--- config.mk ---
export PLATFORM = sky130hd
export DESIGN_NAME = input_debounce_sync_flat
export DESIGN_NICKNAME = d
export VERILOG_FILES = /design/src/rtl/input_debounce_sync_if.sv /design/src/rtl/input_debounce_sync.sv /design/src/flat_wrapper.sv
export SDC_FILE = /design/constraint.sdc
export NUM_CORES = 1
export LEC_CHECK = 0
export CORE_ASPECT_RATIO = 1.5
export CORE_MARGIN = 2
export CORE_UTILIZATION = 30
export CTS_BUF_LIST = sky130_fd_sc_hd__clkbuf_8
export DETAILED_ROUTE_END_ITERATION = 8
export SLEW_MARGIN = 15
export SYNTH_ARGS = -nofsm -noshare
export SYNTH_HDL_FRONTEND = slang
export SYNTH_SLANG_ARGS = --single-unit
--- constraint.sdc ---
create_clock -name clk -period 2.5 [get_ports clk]
set_clock_uncertainty 0.05 [all_clocks]
set_input_delay 0.5 -clock clk [delete_from_list [all_inputs] [get_ports clk]]
set_output_delay 0.5 -clock clk [all_outputs]
set_load 0.01 [all_outputs]
--- src/rtl/input_debounce_sync_if.sv ---
// Board-input bundle: raw switch levels in, debounced levels and rising ticks out.
// The board/bench side is the master, the conditioner is the slave.
interface input_debounce_sync_if;
  logic sw_a;
  logic sw_b;
  logic a;
  logic b;
  logic a_rise;
  logic b_rise;

  modport master (
    output sw_a, sw_b,
    input  a, b, a_rise, b_rise
  );

  modport slave (
    input  sw_a, sw_b,
    output a, b, a_rise, b_rise
  );
endinterface

--- src/rtl/input_debounce_sync.sv ---
// Two independent switch conditioners: 2-FF synchronizer feeding a ZERO/WAIT1/ONE/WAIT0
// debounce FSM that accepts a level only after DB_CYCLES stable synchronized cycles.
module input_debounce_sync #(
  parameter int DB_CYCLES = 2_000_000,
  parameter int CNT_W     = $clog2(DB_CYCLES + 1)
) (
  input  logic                  clk,
  input  logic                  reset,
  input_debounce_sync_if.slave  io
);

  typedef enum logic [1:0] {ZERO, WAIT1, ONE, WAIT0} state_t;

  localparam logic [CNT_W-1:0] CNT_LAST = CNT_W'(DB_CYCLES - 1);

  logic [1:0] raw;
  logic [1:0] lvl;
  logic [1:0] rise;

  assign raw = {io.sw_b, io.sw_a};

  for (genvar ch = 0; ch < 2; ch++) begin : g_ch
    logic             meta_p0;
    logic             sync_p1;
    state_t           state;
    logic [CNT_W-1:0] cnt;
    logic             x_q;
    logic             rise_q;

    always_ff @(posedge clk) begin
      if (reset) begin
        meta_p0 <= 1'b0;
        sync_p1 <= 1'b0;
        state   <= ZERO;
        cnt     <= '0;
        x_q     <= 1'b0;
        rise_q  <= 1'b0;
      end else begin
        // stage p0 -> p1: synchronizer, nothing between the two flops
        meta_p0 <= raw[ch];
        sync_p1 <= meta_p0;
        rise_q  <= 1'b0;
        // debounce stage: sync_p1 must hold for DB_CYCLES cycles inside WAIT
        case (state)
          ZERO: begin
            if (sync_p1) begin
              state <= WAIT1;
              cnt   <= '0;
            end
          end
          WAIT1: begin
            if (!sync_p1) begin
              state <= ZERO;
            end else if (cnt == CNT_LAST) begin
              state  <= ONE;
              x_q    <= 1'b1;
              rise_q <= 1'b1;
            end else begin
              cnt <= cnt + CNT_W'(1);
            end
          end
          ONE: begin
            if (!sync_p1) begin
              state <= WAIT0;
              cnt   <= '0;
            end
          end
          WAIT0: begin
            // an aborted fall returns to ONE without a tick; x never dropped
            if (sync_p1) begin
              state <= ONE;
            end else if (cnt == CNT_LAST) begin
              state <= ZERO;
              x_q   <= 1'b0;
            end else begin
              cnt <= cnt + CNT_W'(1);
            end
          end
          default: begin
            state <= ZERO;
            x_q   <= 1'b0;
          end
        endcase
      end
    end

    assign lvl[ch]  = x_q;
    assign rise[ch] = rise_q;
  end

  assign io.a      = lvl[0];
  assign io.b      = lvl[1];
  assign io.a_rise = rise[0];
  assign io.b_rise = rise[1];

endmodule
--- src/flat_wrapper.sv ---
// flat-port wrapper written by rule: the top's interface ports become plain ports
module input_debounce_sync_flat 
#(
  parameter int DB_CYCLES = 2_000_000,
  parameter int CNT_W     = $clog2(DB_CYCLES + 1)
)
  (clk, reset, io_sw_a, io_sw_b, io_a, io_b, io_a_rise, io_b_rise);
  input_debounce_sync_if io_i ();
  input  logic clk;
  input  logic reset;
  input wire logic [$bits(io_i.sw_a)-1:0] io_sw_a;
  input wire logic [$bits(io_i.sw_b)-1:0] io_sw_b;
  output wire logic [$bits(io_i.a)-1:0] io_a;
  output wire logic [$bits(io_i.b)-1:0] io_b;
  output wire logic [$bits(io_i.a_rise)-1:0] io_a_rise;
  output wire logic [$bits(io_i.b_rise)-1:0] io_b_rise;
  assign io_i.sw_a = io_sw_a;
  assign io_i.sw_b = io_sw_b;
  assign io_a = io_i.a;
  assign io_b = io_i.b;
  assign io_a_rise = io_i.a_rise;
  assign io_b_rise = io_i.b_rise;
  input_debounce_sync #(.DB_CYCLES(DB_CYCLES), .CNT_W(CNT_W)) u_core (.clk(clk), .reset(reset), .io(io_i));
endmodule
; Word level (Yosys, flattened, before mapping)
; Cells that the tools add are included.
[op_classes]
n_bitwise = 4
mux = 38
eq_ne = 24
addsub = 2
reduce_logical = 12
[ops]
columns = op, count
row1 = two-way mux 21 bit, 10
row2 = case mux 21 bit (4 select lines), 2
row3 = adder 21 x 1 -> 21 bit (second input constant), 2
row4 = == test 21 bit (second input constant), 2
row5 = two-way mux 2 bit, 12
row6 = inequality test 2 x 1 -> 1 bit (second input constant), 8
row7 = case mux 2 bit (4 select lines), 2
row8 = AND reduction 4 bit, 4
row9 = two-way mux 1 bit, 10
row10 = AND reduction 5 bit, 2
row11 = == test 2 bit (second input constant), 4
row12 = inequality test 2 bit (second input constant), 4
row13 = inequality test 3 x 1 -> 1 bit (second input constant), 2
row14 = inequality test 3 bit (second input constant), 2
row15 = OR reduction 3 bit, 2
row16 = == test 2 x 1 -> 1 bit (second input constant), 2
row17 = logical NOT 2 bit, 2
row18 = NOT 1 bit, 4
row19 = case mux 1 bit (2 select lines), 2
row20 = nonzero test 2 bit, 2
[totals]
reg_bits = 54
elab_cells = 92
inputBits = 4

; Depth between registers and ports, before layout
; Gate-level depths: netlist (run 1).
[logic_depth]
ltp_word = 4
mapped_depth = 8
ltp_nobuf = 6

; Least setup slack after synthesis (run 1)
; No wires, ideal clock.
[synth_path]
path_type = register to register
from = register u_core.g_ch[1].cnt[0]
to = register u_core.g_ch[1].cnt[10]
path_buffers = 2
stages_incl_launch_ff = 9
setup_time_ns = 0.115
required_ns = 2.335
arrival_ns = 1.708
setup_slack_ns = 0.627
cell_sequence = dfxtp_1 ha_1 nand3_1 or2_1 clkbuf_1 o31ai_4 buf_6 nor3_1 o21a_1
[synth_between]
elab_chain_len = 4
word_cells_on_any_way = 6
cone_classes = add/sub (1) / eq/ne (1) / mux (4)
[synth_rtl]
columns = item, line
row1 = start: declaration, input_debounce_sync.sv:26  ; logic [CNT_W-1:0] cnt;
row2 = start signal: assignment, input_debounce_sync.sv:59  ; cnt <= cnt + CNT_W'(1);
row3 = start signal: assignment, input_debounce_sync.sv:76  ; cnt <= cnt + CNT_W'(1);
row4 = adder 21 x 1 -> 21 bit / == test 21 bit (equally long branches), n/a
row5 = two-way mux 21 bit *, "input_debounce_sync.sv:54, input_debounce_sync.sv:72"
row6 = "two-way mux 21 bit, on equally long branches", "input_debounce_sync.sv:70, input_debounce_sync.sv:52"
row7 = case mux 21 bit (4 select lines) *, input_debounce_sync.sv:44  ; case (state)
; Every way passes the cells marked *; elsewhere a longest branch is shown, timed or not. The select of a mux whose other input is x is not followed.
; A chain may end at the register's enable or synchronous reset.

; Worst setup path in the final report (run 1)
[layout_path]
from = register u_core.g_ch[1].cnt[0]
to = register u_core.g_ch[1].cnt[17]
; Same word-level chain as after synthesis.

==> results of run 1 <==
[registers in the layout, summed over array words and instances (netlist names), named ones only]
register / count
u_core.g_ch.cnt: 42
u_core.g_ch.meta_p0: 2
u_core.g_ch.state: 2
u_core.g_ch.sync_p1: 2
u_core.io.a: 1
u_core.io.a_rise: 1
u_core.io.b: 1
u_core.io.b_rise: 1
[cells in the final DEF (no fill, tap or decap), types with 3 or more instances in the layout]
| cell type | n |
|---|---|
| xnor2_1 | 3 |
| inv_1 | 13 |
| nand4_1 | 15 |
| nor2b_1 | 6 |
| a21oi_1 | 24 |
| nor2_1 | 29 |
| and3_1 | 7 |
| dfxtp_1 | 54 |
| xor2_1 | 7 |
| nand3_1 | 21 |
| or3_1 | 11 |
| o22a_1 | 3 |
| nand2_1 | 29 |
| nor4_1 | 4 |
| buf_4 | 10 |
| clkbuf_8 | 5 |
| or4_1 | 6 |
| and4_1 | 3 |
| o21ai_1 | 8 |
| and3b_1 | 3 |
| o21ai_0 | 16 |
| o31ai_1 | 6 |
| a31oi_1 | 5 |
| clkdlybuf4s50_1 | 7 |
| mux2i_1 | 5 |
| nor3_1 | 7 |
[path summary, 6_finish.rpt]
kind	to	slack [ns]	cells after the start
max	u_core.g_ch[1].cnt[17]	0.39	7
min	u_core.g_ch[1].sync_p1	0.39	1
max reg2reg	u_core.g_ch[1].cnt[17]	0.39	7
min reg2reg	u_core.g_ch[1].sync_p1	0.39	1
[area by class of cell]
class	instances	area [um^2]	share of cell area [%]
Clock buffer	5	68.8	2.27
Inverter	13	48.8	1.61
Clock inverter	3	43.8	1.44
Timing Repair Buffer	17	145	4.78
Multi-Input combinational cell	248	1510	49.8
Sequential cell	54	1080	35.6
Tap cell	110	138	4.53
[metal layers]
layer	part of all wire (%)	wire length (um)	up-vias	GRT usage [%]
met5	0	0	-	0
met4	2.8	182	0	5.30
met3	2.8	178	17	2.33
met2	53	3400	52	24.2
met1	41	2650	1191	16.1
li1	-	-	1236	-
[logic make-up after synthesis]
kind of cell	count (synthesis)	share of synthesized area, %
AOI/OAI and AO/OA	79	18.6
and+or+nand+nor	152	31.5
adders and majority gates	2	0.929
xor gates and xnor gates	10	3.25
buffers and inverters	24	3.76
muxes	5	1.86
DFF	54	40.1
[power breakdown]
| part | total, mW | switching, mW | leakage [nW] | internal (mW) |
|---|---|---|---|---|
| clock network | 0.604 | 0.303 | 0.0585 | 0.301 |
| logic | 0.0725 | 0.0444 | 0.509 | 0.0281 |
| registers | 0.872 | 0.00639 | 0.436 | 0.866 |
[per-stage QoR]
| stage | util [%] | setup slack [ns] |
|---|---|---|
| after floorplan | - | 0.627 |
| after global placement | 33.3 | 0.432 |
| after detailed placement | 33.3 | 0.394 |
| after CTS | 34.6 | 0.381 |
| after global routing | 34.6 | 0.275 |
| final | 34.6 | 0.393 |
[worst register-to-register path: stages, from the launching register on]
cell     delay (ns)
dfxtp_1        0.36
ha_1           0.24
nand3_1        0.10
or2_1          0.31
o31ai_4        0.11
buf_4          0.21
or4_1          0.51
a21oi_1        0.15
==> impl_metrics.yaml, run 1 <==
clock_tree:
  post_cts_buffers: 0
  cts_tree: "built"
  htree_levels: 2
  cts.repair.resized: 0
  cts_num_sinks: 54
  cts-root-buf: "clkbuf_8"
  path_clk_slew_ns: 0.11
  insertion_delay_ns: 0.31
  cts_made_buffers: 5
  clockBufferDepth: 2
  hold_buffers: 0
power:
  power.leakage_nw: 1.00
  power.density_nw_per_um2: 510
  peakVddDrop_v: 0.000261
  total_power_mw: 1.55
setup_path:
  reg2reg_from: "u_core.g_ch[1].cnt[0]"
  worstPathMaxFanout: 15
  worstPathRequired_ns: 2.69
  critPathMaxStageDelay_ns: 0.50
  start_kind: "flip-flop"
  startpoint: "u_core.g_ch[1].cnt[0]"
  cp_cell_sequence: "ha_1 > nand3_1 > or2_1 > o31ai_4 > buf_4 > or4_1 > a21oi_1"
  critical_path_class: "reg2reg"
  cp-end-kind: "flip-flop"
  cp_slowest_cell: "or4_1"
  arrival_ns: 2.30
  crit_family: "simple AND/OR/NAND/NOR gates"
  worstPathBufferInverterCount: 1
logic_synthesis:
  synthTopCellsByArea: "dfxtp_1 (40%), a21oi_1 (4.5%), nand2_1 (4.0%)"
  ys_seq_area_share_pct: 40.1
  ys_types: 51
  synth-edff-count: 0
  syn_inst: 326
  yosys.area.top_type_share_pct: 40.1
  synthArstFlopShare_pct: 0
  yosysTopAreaCell: "dfxtp_1"
  syn_area_um2: 2690
  ys_seq_elements: 54
  post_synth.cell_area_avg_um2: 8.26
  netlist_top_cells_count: "dfxtp_1 (54), nand2_1 (29), nor2_1 (29)"
  yosysWarnings: 0
  synthFlopType: "dfxtp_1"
  synth_nets: 332
  synth_most_common_cell: "dfxtp_1"
hold_path:
  holdCritStartpoint: "u_core.g_ch[1].meta_p0"
  min_path_type: "reg2reg"
timing:
  hold_ws_ns: 0.393
  period_needed_ns: 2.11
  setup_viol: 0
  rsz0062_at_grt: "no"
  hold_viol: 0
  slew_violations: 0
  worst_pin_slew_ns: 0.939
  relSlewSlack_pct: 36.8
  max_freq_mhz: 475
  finalCritPeriodShare_pct: 84.3
  tns_ns: 0
final_layout:
  postLayoutCellArea_um2: 3040
  fillers: 894
  finalNonFillerCells: 450
  final_nets: 345
  diodes: 0
  drive_gt1_share_pct: 7.06
  area_delta_synth_final_pct: 12.7
place:
  portBuffers: 7
  place_area_um2: 2920
  placed_cells: 442
  hpwl_mm: 4.78
  place.gp.congestion: 0.902
global_route:
  grt_pass1_vias: 2283
  gr-total-overflow: 0
  grt_pass1_wl_mm: 10.7
  track_usage_pct: 13.7
  grt_max_degree: 21
  grt_antenna_before_repair: 0
floorplan:
  start_util_pct: 30.7
  core-area_um2: 8780
  num_rows: 42
  ios: 8
  die_area_um2: 9770
  fp.dieW_um: 81.4
  die_height_um: 120
drt:
  drtIter0Drc: 99
  vias_per_cell: 5.55
  wirelength_mm: 6.41
  drt_pass1_iterations: 4
  drc: 0
  vias: 2496
  ant_nets: 0
  wl_per_cell_um: 14.2
outcome:
  status: "finished, final reports clean"
job:
  cap_violations: 0
Note: power is estimated with default switching activity, not from simulation.
==> run 2: changes to the inputs <==
Clock period 2.5 ns to 2.2 ns, I/O delays scaled along.
==> impl_metrics.yaml, run 2 (synthesized netlist as in run 1, its figures left out) <==
global_route:
  grt_pass1_vias: 2342
  track_usage_pct: 13.9
  gr-total-overflow: 0
  grt_pass1_wl_mm: 10.8
  grt_max_degree: 21
  grt_antenna_before_repair: 0
timing:
  hold_viol: 0
  rsz0062_at_grt: "no"
  setup_slack_ns: 0.247
  relSlewSlack_pct: 62.1
  finalCritPeriodShare_pct: 88.8
  worst_pin_slew_ns: 0.563
  tns_ns: 0
  period_needed_ns: 1.95
  max_freq_mhz: 512
  slew_violations: 0
  hold_ws_ns: 0.405
  setup_viol: 0
drt:
  wirelength_mm: 6.35
  vias: 2453
  drtIter0Drc: 163
  vias_per_cell: 5.38
  wl_per_cell_um: 13.9
  drt_pass1_iterations: 4
  ant_nets: 0
  drc: 0
hold_path:
  whs_path_depth: 1
  min_path_type: "reg2reg"
floorplan:
  fp.dieW_um: 81.4
  num_rows: 42
  ios: 8
  start_util_pct: 30.7
  core-area_um2: 8780
  die_height_um: 120
  die_area_um2: 9770
outcome:
  status: "finished, final reports clean"
setup_path:
  r2r_cells: 8
  cp-end-kind: "flip-flop"
  critical_path_class: "reg2reg"
  worstPathRequired_ns: 2.39
  worstPathMaxFanout: 5
  start_kind: "flip-flop"
  arrival_ns: 2.14
clock_tree:
  htree_levels: 2
  path_clk_slew_ns: 0.10
  hold_buffers: 0
  cts.repair.resized: 0
  cts_num_sinks: 54
  cts_made_buffers: 5
  cts-root-buf: "clkbuf_8"
  insertion_delay_ns: 0.30
  clockBufferDepth: 2
  post_cts_buffers: 0
  cts_tree: "built"
final_layout:
  largest_reg_flops: 42
  regMostFlops: "u_core.g_ch.cnt"
  diodes: 0
  final_nets: 351
  fillers: 927
  drive_gt1_share_pct: 8.67
  final_common_cell: "dfxtp_1"
  area_delta_synth_final_pct: 14.1
  layout_common_cells: "dfxtp_1 (54), nand2_1 (29), nor2_1 (29)"
place:
  hpwl_mm: 4.70
  portBuffers: 7
  place.gp.congestion: 0.802
  preCtsSetupSlack_ns: 0.186
job:
  cap_violations: 0
power:
  power.leakage_nw: 1.03
  power.density_nw_per_um2: 550
  peakVddDrop_v: 0.000329
## run 2: changes by cell type in the layout (fill, tap and decap cells not counted), sizes merged
cell | before | now
buf | 10 | 16
clkbuf | 5 | 7
bufinv | 1 | 0
inv | 14 | 13
## run 2: final timing paths
path                           from                     end  slack [ns]
min reg2reg  u_core.g_ch[0].meta_p0  u_core.g_ch[0].sync_p1        0.41
min          u_core.g_ch[0].meta_p0  u_core.g_ch[0].sync_p1        0.41
max           u_core.g_ch[1].cnt[0]  u_core.g_ch[1].cnt[15]        0.25
max reg2reg   u_core.g_ch[1].cnt[0]  u_core.g_ch[1].cnt[15]        0.25
## run 2: area by class of cell
cell class,count,area [um^2],share of cell area [%]
sequential,54,1080,35.2
tap,110,138,4.48
multi-input combinational,248,1510,49.2
inverter,13,48.8,1.59
clock buffer,7,96.3,3.13
clock inverter,1,8.76,0.285
timing repair buffer,23,190,6.19
## run 2: power breakdown
| group | switching (mW) | internal (mW) | total [mW] | leakage [nW] |
|---|---|---|---|---|
| Sequential | 0.00722 | 0.984 | 0.991 | 0.436 |
| Combinational | 0.0530 | 0.0358 | 0.0888 | 0.537 |
| Clock | 0.322 | 0.289 | 0.612 | 0.0544 |
| Total | 0.383 | 1.31 | 1.69 | 1.03 |
## run 2: per-stage QoR
stage	std cells	power (mW)	util, %	cell area [um^2]
6_report	456	1.69	35.0	3070
5_1_grt	456	1.76	35.0	3070
4_1_cts	456	1.72	35.0	3070
3_5_place_dp	448	1.10	33.8	2970
3_3_place_gp	448	1.10	33.8	2970
2_1_floorplan	326	1.06	-	2690
## run 2: layer usage
layer	GRT usage [%]	wire [um]	vias to the layer above
met5	0	0	-
met4	5.72	93	0
met3	2.11	151	8
met2	24.0	3340	38
met1	16.6	2760	1163
li1	-	-	1244
## run 2: worst max-delay path, cell delays in order (launching register included)
cell and delay [ns]:
dfxtp_1 0.40, ha_1 0.22, nand3_1 0.12, or2_1 0.29
buf_4 0.17, o32ai_1 0.28, buf_4 0.18, a21oi_1 0.04
mux2i_1 0.14
